$ cat src/rtl/tcb_rmw_man_if.sv
// TCB bus interface; clock and reset travel with the bus.
// Modports: man (initiator side) and sub (subordinate side).
interface tcb_if #(
    parameter int unsigned AW  = 32,
    parameter int unsigned DW  = 32,
    parameter int unsigned DLY = 1
) (
    input logic clk,
    input logic rst
);

    logic          vld;
    logic          wen;
    logic [AW-1:0] adr;
    logic [DW-1:0] wdt;
    logic          rdy;
    logic [DW-1:0] rdt;
    logic          err;

    modport man (
        input  clk, rst,
        output vld, wen, adr, wdt,
        input  rdy, rdt, err
    );

    modport sub (
        input  clk, rst,
        input  vld, wen, adr, wdt,
        output rdy, rdt, err
    );

endinterface

$ cat src/rtl/tcb_rmw_man.sv
// TCB manager executing atomic read-modify-write (set/clear/toggle) commands.
// Optional macro TCB_RMW_SKIP_EN: skip the write when the value is unchanged.
module tcb_rmw_man #(
    parameter int unsigned AW  = 32,
    parameter int unsigned DW  = 32,
    parameter int unsigned DLY = 1
) (
    tcb_if.man              tcb,
    input  logic            cmd_vld,
    output logic            cmd_rdy,
    input  logic [AW-1:0]   cmd_adr,
    input  logic [DW-1:0]   cmd_set,
    input  logic [DW-1:0]   cmd_clr,
    input  logic [DW-1:0]   cmd_tgl,
    output logic            sts_vld,
    output logic [DW-1:0]   sts_rdt,
    output logic            sts_err
);

    localparam int unsigned CW       = (DLY > 1) ? $clog2(DLY) : 1;
    localparam logic [CW-1:0] CNT_LAST = CW'(DLY - 1);
    localparam bit          ZERO_DLY = (DLY == 0);

    // Bus parameters must agree with the interface instance
    generate
        if ((AW != tcb.AW) || (DW != tcb.DW) || (DLY != tcb.DLY)) begin : g_param_chk
            $error("tcb_rmw_man: AW/DW/DLY do not match the tcb interface");
        end
    endgenerate

    typedef enum logic [2:0] {
        S_IDLE,
        S_RD_REQ,
        S_RD_WAIT,
        S_WR_REQ,
        S_WR_WAIT,
        S_DONE
    } state_e;

    state_e        state_q, state_d, rd_next_c;
    logic [AW-1:0] adr_q, adr_d;
    logic [DW-1:0] set_q, set_d;
    logic [DW-1:0] clr_q, clr_d;
    logic [DW-1:0] tgl_q, tgl_d;
    logic [CW-1:0] cnt_q, cnt_d;
    logic          vld_q, vld_d;
    logic          wen_q, wen_d;
    logic [DW-1:0] wdt_q, wdt_d;
    logic          sts_vld_q, sts_vld_d;
    logic [DW-1:0] sts_rdt_q, sts_rdt_d;
    logic          sts_err_q, sts_err_d;

    logic          xfer_c;
    logic          cnt_last_c;
    logic          rd_smp_c;
    logic          wr_smp_c;
    logic [DW-1:0] new_c;
    logic          skip_c;

    assign xfer_c     = tcb.vld & tcb.rdy;
    assign cnt_last_c = (cnt_q == CNT_LAST);
    assign rd_smp_c   = ((state_q == S_RD_REQ) && xfer_c && ZERO_DLY) ||
                        ((state_q == S_RD_WAIT) && cnt_last_c);
    assign wr_smp_c   = ((state_q == S_WR_REQ) && xfer_c && ZERO_DLY) ||
                        ((state_q == S_WR_WAIT) && cnt_last_c);
    assign new_c      = ((tcb.rdt & ~clr_q) | set_q) ^ tgl_q;

`ifdef TCB_RMW_SKIP_EN
    assign skip_c = (new_c == tcb.rdt);
`else
    assign skip_c = 1'b0;
`endif

    // Where the read sample leads: error or unchanged value ends the command
    assign rd_next_c = (tcb.err || skip_c) ? S_DONE : S_WR_REQ;

    // State register
    always_ff @(posedge tcb.clk or posedge tcb.rst) begin
        if (tcb.rst) state_q <= S_IDLE;
        else         state_q <= state_d;
    end

    // Next-state decode
    always_comb begin
        state_d = state_q;
        case (state_q)
            S_IDLE:    if (cmd_vld)    state_d = S_RD_REQ;
            S_RD_REQ:  if (xfer_c)     state_d = ZERO_DLY ? rd_next_c : S_RD_WAIT;
            S_RD_WAIT: if (cnt_last_c) state_d = rd_next_c;
            S_WR_REQ:  if (xfer_c)     state_d = ZERO_DLY ? S_DONE : S_WR_WAIT;
            S_WR_WAIT: if (cnt_last_c) state_d = S_DONE;
            S_DONE:                    state_d = S_IDLE;
            default:                   state_d = S_IDLE;
        endcase
    end

    // Output and datapath next values; bus outputs follow the next state
    always_comb begin
        adr_d     = adr_q;
        set_d     = set_q;
        clr_d     = clr_q;
        tgl_d     = tgl_q;
        cnt_d     = '0;
        wdt_d     = wdt_q;
        sts_rdt_d = sts_rdt_q;
        sts_err_d = sts_err_q;
        vld_d     = (state_d == S_RD_REQ) || (state_d == S_WR_REQ);
        wen_d     = (state_d == S_WR_REQ);
        sts_vld_d = (state_d == S_DONE);
        if ((state_q == S_IDLE) && cmd_vld) begin
            adr_d = cmd_adr;
            set_d = cmd_set;
            clr_d = cmd_clr;
            tgl_d = cmd_tgl;
        end
        if (((state_q == S_RD_WAIT) || (state_q == S_WR_WAIT)) && !cnt_last_c) begin
            cnt_d = cnt_q + CW'(1);
        end
        if (rd_smp_c) begin
            sts_rdt_d = tcb.rdt;
            sts_err_d = tcb.err;
            wdt_d     = new_c;
        end
        if (wr_smp_c) begin
            sts_err_d = tcb.err;
        end
    end

    // Datapath and output registers
    always_ff @(posedge tcb.clk or posedge tcb.rst) begin
        if (tcb.rst) begin
            adr_q     <= '0;
            set_q     <= '0;
            clr_q     <= '0;
            tgl_q     <= '0;
            cnt_q     <= '0;
            vld_q     <= 1'b0;
            wen_q     <= 1'b0;
            wdt_q     <= '0;
            sts_vld_q <= 1'b0;
            sts_rdt_q <= '0;
            sts_err_q <= 1'b0;
        end else begin
            adr_q     <= adr_d;
            set_q     <= set_d;
            clr_q     <= clr_d;
            tgl_q     <= tgl_d;
            cnt_q     <= cnt_d;
            vld_q     <= vld_d;
            wen_q     <= wen_d;
            wdt_q     <= wdt_d;
            sts_vld_q <= sts_vld_d;
            sts_rdt_q <= sts_rdt_d;
            sts_err_q <= sts_err_d;
        end
    end

    assign cmd_rdy = (state_q == S_IDLE);
    assign tcb.vld = vld_q;
    assign tcb.wen = wen_q;
    assign tcb.adr = adr_q;
    assign tcb.wdt = wdt_q;
    assign sts_vld = sts_vld_q;
    assign sts_rdt = sts_rdt_q;
    assign sts_err = sts_err_q;

endmodule

$ cat src/flat_wrapper.sv
// flat-port wrapper written by rule: the top's interface ports become plain ports
module tcb_rmw_man_flat 
#(
    parameter int unsigned AW  = 32,
    parameter int unsigned DW  = 32,
    parameter int unsigned DLY = 1
)
  (cmd_vld, cmd_rdy, cmd_adr, cmd_set, cmd_clr, cmd_tgl, sts_vld, sts_rdt, sts_err, clk, rst, tcb_vld, tcb_wen, tcb_adr, tcb_wdt, tcb_rdy, tcb_rdt, tcb_err);
  tcb_if #(.AW(AW), .DW(DW), .DLY(DLY)) tcb_i (.clk(clk), .rst(rst));
  input  logic cmd_vld;
  output logic cmd_rdy;
  input  logic [AW-1:0] cmd_adr;
  input  logic [DW-1:0] cmd_set;
  input  logic [DW-1:0] cmd_clr;
  input  logic [DW-1:0] cmd_tgl;
  output logic sts_vld;
  output logic [DW-1:0] sts_rdt;
  output logic sts_err;
  input wire logic clk;
  input wire logic rst;
  output wire logic [$bits(tcb_i.vld)-1:0] tcb_vld;
  output wire logic [$bits(tcb_i.wen)-1:0] tcb_wen;
  output wire logic [$bits(tcb_i.adr)-1:0] tcb_adr;
  output wire logic [$bits(tcb_i.wdt)-1:0] tcb_wdt;
  input wire logic [$bits(tcb_i.rdy)-1:0] tcb_rdy;
  input wire logic [$bits(tcb_i.rdt)-1:0] tcb_rdt;
  input wire logic [$bits(tcb_i.err)-1:0] tcb_err;
  assign tcb_vld = tcb_i.vld;
  assign tcb_wen = tcb_i.wen;
  assign tcb_adr = tcb_i.adr;
  assign tcb_wdt = tcb_i.wdt;
  assign tcb_i.rdy = tcb_rdy;
  assign tcb_i.rdt = tcb_rdt;
  assign tcb_i.err = tcb_err;
  tcb_rmw_man #(.AW(AW), .DW(DW), .DLY(DLY)) u_core (.tcb(tcb_i), .cmd_vld(cmd_vld), .cmd_rdy(cmd_rdy), .cmd_adr(cmd_adr), .cmd_set(cmd_set), .cmd_clr(cmd_clr), .cmd_tgl(cmd_tgl), .sts_vld(sts_vld), .sts_rdt(sts_rdt), .sts_err(sts_err));
endmodule
$ cat config.mk
export PLATFORM = sky130hd
export DESIGN_NAME = tcb_rmw_man_flat
export DESIGN_NICKNAME = d
export VERILOG_FILES = /design/src/rtl/tcb_rmw_man_if.sv /design/src/rtl/tcb_rmw_man.sv /design/src/flat_wrapper.sv
export SDC_FILE = /design/constraint.sdc
export NUM_CORES = 1
export LEC_CHECK = 0
export ABC_AREA = 1
export BUFFER_PORTS_ARGS = -buffer_cell sky130_fd_sc_hd__buf_2
export CORE_MARGIN = 1
export CORE_UTILIZATION = 56
export CTS_CLUSTER_SIZE = 20
export DETAILED_ROUTE_END_ITERATION = 10
export PLACE_DENSITY = 0.85
export REMOVE_ABC_BUFFERS = 1
export SLEW_MARGIN = 15
export SYNTH_ARGS = -nofsm -noshare
export SYNTH_HDL_FRONTEND = slang
export SYNTH_SLANG_ARGS = --single-unit
$ cat constraint.sdc
create_clock -name clk -period 10.9 [get_ports clk]
set_input_delay 1.635 -clock clk [delete_from_list [all_inputs] [get_ports clk]]
set_output_delay 1.635 -clock clk [all_outputs]
set_load 0.01 [all_outputs]
==> results of run 1 <==
-- per-stage QoR --
stage                     cell area (um^2)  instances  hold WS (ns)  setup slack (ns)  utilization (%)
after floorplan                       8680        954         0.480              3.81                -
after global placement               10300       1441         0.456              6.59             65.3
after detailed placement             10300       1441         0.460              6.51             65.3
after CTS                            10900       1471         0.478              6.97             68.7
after global routing                 10900       1471         0.490              6.75             68.7
final                                10900       1471         0.473              6.97             68.7
-- kinds of logic after synthesis --
kind of cell           after synthesis  share of synthesized area [%]
buffers and inverters              180                           9.88
DFF                                200                           55.2
other                                1                         0.0414
and+or+nand+nor                    486                           24.0
AOI/OAI and AO/OA                  129                           10.9
-- cell type report --
class	instances	area [um^2]
fill	1234	4950
multi-input combinational	616	3160
tap	216	270
inverter	138	526
timing repair buffer	271	1370
clock inverter	9	71.3
sequential	200	5000
clock buffer	21	470
-- metal layers --
metal	routed length, um	vias to the layer above	global-route usage [%]	part of all wire [%]
met5	0	-	0	0
met4	496	0	10.6	2.5
met1	8360	3257	30.3	43
met2	9270	244	39.7	48
li1	-	3546	-	-
met3	1390	36	6.61	7.1
-- registers in the layout, indices dropped and copies added (netlist names) --
register and cells:
u_core.cnt_q 1, u_core.tcb.adr 32, u_core.tgl_q 32, u_core.tcb.wen 1
u_core.state_q 3, u_core.sts_err 1, u_core.tcb.vld 1, u_core.clr_q 32
u_core.sts_vld 1, u_core.tcb.wdt 32, u_core.sts_rdt 32, u_core.set_q 32
-- power by group through the flow --
stage	Sequential [uW]	Combinational, uW	Clock, uW
after floorplan	1350	786	0
after global placement	1260	1190	0
after detailed placement	1270	1240	0
after CTS	1260	1250	595
after global routing	1300	1390	626
final	1260	1230	582
-- cells in the mapped netlist --
cell type	instances	area [um^2]
a21oi_1	6	30.0
a21oi_2	90	788
buf_2	4	20.0
buf_4	13	97.6
buf_6	22	248
clkbuf_1	3	11.3
conb_1	1	3.75
dfrtp_1	200	5000
inv_1	134	503
inv_2	4	15.0
nand2_1	305	1140
nand3_1	69	345
nand3_2	1	10.0
nand3_4	1	17.5
nand4_1	1	6.26
nor2_1	15	56.3
nor2_2	92	576
nor2_4	1	11.3
nor3_1	1	5.00
o21ai_0	2	10.0
o21ai_1	31	155
-- critical path, delay by kind of cell --
kind	cells	cell delay, ns
and+or+nand+nor	2	0.56
AOI/OAI and AO/OA	1	0.13
buffers and inverters	3	1.89
-- worst paths after layout --
| path | to | cells past startpoint | start | slack (ns) |
|---|---|---|---|---|
| hold reg to reg | u_core.tcb.wdt[11] | 2 | u_core.tcb.wdt[11] | 0.47 |
| min in group asynchronous | u_core.tcb.adr[22] | 2 | rst | 1.43 |
| max in group asynchronous | u_core.sts_rdt[25] | 3 | rst | 8.16 |
| setup / recovery | u_core.tcb.adr[1] | 6 | cmd_vld | 6.97 |
| hold / removal | u_core.tcb.wdt[11] | 2 | u_core.tcb.wdt[11] | 0.47 |
| setup reg to reg | u_core.tcb.adr[1] | 6 | u_core.state_q[1] | 7.71 |
==> metrics.yaml, run 1 <==
slew_headroom_pct: 26.2
ys_seq_area_share_pct: 55.2
rsz0062_at_grt: "no"
setup_viol: 0
row_count: 46
vias_per_cell: 4.82
start_util_pct: 57.2
timing.final.crit_share_pct: 36.1
antenna_cells: 0
fin_crit_ns: 3.93
ant_nets: 0
grt_pass1_vias: 6787
drc_errors: 0
ctsRootBufferMaster: "clkbuf_16"
hold_class: "register to register"
fin_total_pwr_uw: 3080
antenna_found_initial: 1
grt_pass1_wl_um: 31500
pwr-share-comb_pct: 40.0
synth_seq_cells: 200
p_int_uw: 1870
cp.arrival_ns: 4.28
routed_wl_um: 19500
leakage_uw: 0.00593
critical_path.cell_chain: "buf_2, nand3_4, buf_4, buf_4, nand2_1, o21ai_1"
worst_pin_slew_ns: 1.11
cts_setup_buffers: 0
cts_tree: "built"
final_common_cell: "nand2_1"
cts-resized-gates: 0
fin_nets: 1409
drtIter0Drc: 355
cp-end-kind: "register"
synth_cell_types: 21
gr-usage-all-layers_pct: 24.3
fp.coreArea_um2: 15800
clock.fmax_mhz: 254
area_growth_pct: 20.0
clk-insertion-delay-late_ns: 0.44
cpMostUsedCell: "buf_4"
crit_path_start_kind: "input pin"
switching_share_pct: 39.1
crit_type: "input pin to register"
clockBufferDepth: 2
switchingPower_uw: 1200
avgRoutedWirePerCell_um: 13.3
hold_buffers: 0
worst-path-max-fanout: 77
drt_pass1_iterations: 4
power.share.clock_pct: 18.9
dpl.hpwl_um: 13300
htree_levels: 4
syn_avg_cell_area_um2: 9.10
ir_worst_vdd_v: 0.000219
die_x_um: 129
chipHeight_um: 129
vias: 7083
clock-sinks: 200
grt_overflow: 0
slowest_delay_ns: 0.94
clk_pin_slew_ns: 0.07
maxSlewViolCount: 0
p_per_area_nw_per_um2: 283
hold_viol: 0
cts_made_buffers: 17
gp_congestion: 0.831
layout_common_cells: "nand2_1, buf_2, dfrtp_1"
drive_gt1_share_pct: 39.0
grt_max_degree: 144
io_buffers: 265
slowest_stage: "buf_4"
finClkSkew_ns: 0.0182
yosys_warnings: 0
synthCells: 996
cp.required_ns: 11.25
io_pins: 266
setup_tns_ns: 0
drv_cap: 0
netlist_area_um2: 9060
dieArea_um2: 16700
status: "complete, no violations"
seq_power_share_pct: 41.1
No activity file was read; power rests on OpenSTA's default activity.
==> inputs of run 2 (changes only) <==
- CORE_UTILIZATION: 56 -> 47
- PLACE_DENSITY: 0.85 -> 0.77
- clock period: 10.9 -> 3.6 ns (I/O delays scaled with it)
==> metrics.yaml, run 2 (synthesized netlist as in run 1, its figures left out) <==
cts_tree: "built"
grt_overflow: 0
clockBufferDepth: 2
grt-busiest-layer: "met2"
p_int_uw: 5810
worst_pin_slew_ns: 1.02
pwr-share-comb_pct: 39.3
dpl_worst_slack_ns: 1.55
drtIter0Drc: 320
drv_cap: 0
setup_ws_ns: 1.54
slowest_stage: "nand3_4"
htree_levels: 4
final_common_cell: "nand2_1"
timing.final.crit_share_pct: 57.3
io_buffers: 265
cp.required_ns: 3.90
cp.arrival_ns: 2.36
leakage_uw: 0.00599
clock.fmax_mhz: 485
cp-end-kind: "register"
grt_max_degree: 126
chipHeight_um: 141
critical_path.cell_chain: "nor2_4, nand3_4, buf_12, nor2_2, a21oi_2"
grt.met1_usage_pct: 25.7
seq_power_share_pct: 40.2
layout_common_cells: "nand2_1, buf_2, dfrtp_1"
hold_buffers: 0
setup_tns_ns: 0
cts_made_buffers: 17
drt_pass1_iterations: 5
status: "complete, no violations"
grt_use_met2_pct: 33.3
slowest_delay_ns: 0.52
switchingPower_uw: 3710
rsz0062_at_grt: "no"
fp.coreArea_um2: 18800
cts-resized-gates: 0
row_count: 50
dieArea_um2: 19800
hold_viol: 0
setup_viol: 0
grt_pass1_wl_um: 31700
area_growth_pct: 21.6
crit_path_start_kind: "register"
maxSlewViolCount: 0
vias: 7025
slew_headroom_pct: 32.0
gp_congestion: 0.811
start_util_pct: 48.3
grt_pass1_vias: 6774
fin_nets: 1413
p_per_area_nw_per_um2: 864
r2r_cells: 5
io_pins: 266
crit_type: "register to register"
finClkSkew_ns: 0.0129
hold_class: "input pin to asynchronous set/reset pin"
vias_per_cell: 4.70
gr-usage-all-layers_pct: 20.1
avgRoutedWirePerCell_um: 13.0
worst-path-max-fanout: 84
ant_nets: 0
clk_pin_slew_ns: 0.07
antenna_found_initial: 1
switching_share_pct: 39.0
cts_setup_buffers: 0
fin_crit_ns: 2.06
met3_usage_pct: 5.74
drive_gt1_share_pct: 39.3
die_x_um: 141
power.share.clock_pct: 20.4
ir_worst_vdd_v: 0.000433
dpl.hpwl_um: 13300
routed_wl_um: 19500
clk-insertion-delay-late_ns: 0.43
clock-sinks: 200
drc_errors: 0
ctsRootBufferMaster: "clkbuf_16"
run 2: changes by cell type in the layout (fill, tap and decap cells not counted):
cell | previous run | this run
clkbuf_8 | 3 | 0
diode_2 | 0 | 1
clkinv_4 | 4 | 2
clkinv_2 | 1 | 2
bufinv_16 | 0 | 2
inv_6 | 1 | 3
buf_12 | 0 | 3
inv_8 | 1 | 4
inv_2 | 4 | 3
buf_4 | 6 | 7
run 2: area by class of cell:
type | instances | area, um^2
fill | 1619 | 7750
sequential | 200 | 5000
multi-input combinational | 616 | 3160
timing repair buffer | 275 | 1440
inverter | 138 | 527
clock buffer | 18 | 429
tap | 234 | 293
clock inverter | 14 | 165
antenna | 1 | 2.50
run 2: layer usage:
| layer | wire, um | up-vias | part of all wire [%] |
|---|---|---|---|
| li1 | - | 3554 | - |
| met5 | 0 | - | 0 |
| met4 | 214 | 0 | 1.1 |
| met3 | 1260 | 14 | 6.5 |
| met2 | 9350 | 225 | 48 |
| met1 | 8660 | 3232 | 44 |
run 2: final timing paths:
kind                               startpoint                 end  slack (ns)
max in group asynchronous                 rst  u_core.tcb.wdt[22]        2.38
max                         u_core.state_q[1]    u_core.tgl_q[11]        1.54
min in group clk                  tcb_rdt[31]  u_core.sts_rdt[31]        0.32
max reg2reg                 u_core.state_q[1]    u_core.tgl_q[11]        1.54
min reg2reg                u_core.tcb.wdt[18]  u_core.tcb.wdt[18]        0.48
min                                       rst  u_core.tcb.wdt[17]        0.28
run 2: critical path: cells and delay by family, from the launching register on:
| family | cells | cell delay [ns] |
|---|---|---|
| DFF | 1 | 0.49 |
| and+or+nand+nor | 3 | 0.90 |
| AOI/OAI and AO/OA | 1 | 0.04 |
| buffers and inverters | 1 | 0.46 |
run 2: power by group through the flow:
stage / sequential, uW / combinational (uW) / clock (uW)
6_report: 3830 / 3750 / 1950
5_1_grt: 3950 / 4230 / 2070
4_1_cts: 3830 / 3800 / 1990
3_5_place_dp: 3850 / 3790 / 0
3_3_place_gp: 3830 / 3660 / 0
2_1_floorplan: 4080 / 2380 / 0
run 2: through the flow:
stage / util (%) / area (um^2) / hold WS [ns] / power, uW / cells
finish: 58.7 / 11000 / 0.281 / 9530 / 1496
global placement: 55.5 / 10400 / 0.457 / 7490 / 1463
global route: 58.7 / 11000 / 0.307 / 10300 / 1496
detailed placement: 55.5 / 10400 / 0.461 / 7640 / 1463
floorplan: - / 8680 / 0.480 / 6460 / 954
CTS: 58.7 / 11000 / 0.301 / 9620 / 1495
==> inputs of run 3 (changes only) <==
- CORE_UTILIZATION: 47 -> 52
- PLACE_DENSITY: 0.77 -> 0.8
- clock period: 3.6 -> 2.05 ns (I/O delays scaled with it)
==> metrics.yaml, run 3 (synthesized netlist as in run 1, its figures left out) <==
status: "complete, no violations"
grt-busiest-layer: "met2"
seq_power_share_pct: 39.8
grt_max_degree: 130
crit_type: "register to register"
maxSlewViolCount: 0
antenna_found_initial: 1
p_int_uw: 10400
slowest_delay_ns: 0.52
critical_path.cell_chain: "nor2_4, nand3_4, buf_12, nand2_1, o21ai_1"
hold_buffers: 1
switching_share_pct: 38.4
htree_levels: 4
grt_pass1_vias: 7092
utilization_pct: 66.0
io_pins: 266
met3_usage_pct: 6.95
die_x_um: 134
clock.fmax_mhz: 588
routed_wl_um: 19600
clockBufferDepth: 2
fp.coreArea_um2: 16800
ctsRootBufferMaster: "clkbuf_16"
ant_nets: 0
cts_made_buffers: 17
worst_pin_slew_ns: 0.857
hold_viol: 0
row_count: 47
cp.arrival_ns: 2.04
drive_gt1_share_pct: 39.3
cp.required_ns: 2.39
layout_common_cells: "nand2_1, buf_2, dfrtp_1"
io_buffers: 265
slew_headroom_pct: 42.9
worst-path-max-fanout: 129
finClkSkew_ns: 0.0106
dpl.hpwl_um: 13500
slowest_stage: "dfrtp_1"
crit_path_start_kind: "register"
clk_pin_slew_ns: 0.07
antenna_cells: 0
avgRoutedWirePerCell_um: 13.3
hold_class: "input pin to register"
setup_viol: 0
clk-insertion-delay-late_ns: 0.43
leakage_uw: 0.00603
drt_pass1_iterations: 4
drv_cap: 0
final_common_cell: "nand2_1"
switchingPower_uw: 6480
grt.met1_usage_pct: 27.8
final_area_um2: 11100
p_per_area_nw_per_um2: 1520
cts-resized-gates: 0
power.share.clock_pct: 21.2
clock-sinks: 200
ir_worst_vdd_v: 0.000750
fin_nets: 1413
grt_pass1_wl_um: 32900
gp_congestion: 0.843
vias_per_cell: 4.79
grt_overflow: 0
placed_area_um2: 10400
pwr-share-comb_pct: 38.9
gr-usage-all-layers_pct: 23.2
drtIter0Drc: 271
drc_errors: 0
vias: 7099
dieArea_um2: 18000
grt_use_met2_pct: 39.8
chipHeight_um: 134
cp-end-kind: "register"
fin_crit_ns: 1.70
start_util_pct: 53.9
timing.final.crit_share_pct: 83.0
cts_setup_buffers: 0
area_growth_pct: 22.4
cts_tree: "built"
rsz0062_at_grt: "no"
[run 3: changes by cell type in the layout (fill, tap and decap cells not counted), sizes merged]
cell / before / now
buf: 275 / 274
clkinvlp: 3 / 2
bufinv: 2 / 3
inv: 143 / 144
dlygate4sd3: 0 / 1
diode: 1 / 0
clkbuf: 18 / 19
clkinv: 4 / 2
[run 3: final timing paths]
path                                         start                  to  slack [ns]  depth (start not counted)
worst max register to register   u_core.state_q[1]  u_core.tcb.adr[31]        0.35                          5
worst max-delay path             u_core.state_q[1]  u_core.tcb.adr[31]        0.35                          5
worst min-delay path                    tcb_rdt[9]   u_core.sts_rdt[9]        0.08                          3
max in group asynchronous                      rst   u_core.sts_rdt[7]        0.97                          4
worst min register to register  u_core.sts_rdt[27]  u_core.sts_rdt[27]        0.47                          2
min in group asynchronous                      rst  u_core.tcb.adr[14]        0.45                          3
[run 3: worst max-delay path: cells and delay by family (launching register included)]
family	cells	cell delay (ns)
buffers and inverters	1	0.44
AOI/OAI and AO/OA	1	0.12
and+or+nand+nor	3	0.28
DFF	1	0.52
[run 3: metal layers]
metal / up-vias / wire [um]
met4: 2 / 291
li1: 3553 / -
met1: 3299 / 8190
met3: 26 / 1390
met2: 219 / 9760
met5: - / 13
[run 3: power by group through the flow]
| stage | logic (uW) | clock network, uW | registers, uW |
|---|---|---|---|
| after floorplan | 4110 | 0 | 7160 |
| after global placement | 6350 | 0 | 6710 |
| after detailed placement | 6620 | 0 | 6750 |
| after CTS | 6660 | 3640 | 6720 |
| after global routing | 7430 | 3790 | 6930 |
| final | 6570 | 3580 | 6720 |
[run 3: metrics by stage]
stage	setup WS, ns	instances	hold WS [ns]	power (uW)	setup TNS (ns)
4_1_cts	0.356	1481	0.0676	17000	0
6_report	0.349	1481	0.0826	16900	0
3_3_place_gp	0.475	1448	0.370	13100	0
2_1_floorplan	-3.71	954	0.417	11300	-983.19
5_1_grt	0.217	1481	0.0854	18100	0
3_5_place_dp	0.391	1448	0.371	13400	0
[run 3: layout make-up]
type | instances | area (um^2)
inverters | 138 | 526
clock buffers | 19 | 453
fillers | 1397 | 5730
clock inverters | 13 | 183
flip-flops and latches | 200 | 5000
well taps | 220 | 275
repair buffers | 275 | 1490
multi-input cells | 616 | 3160
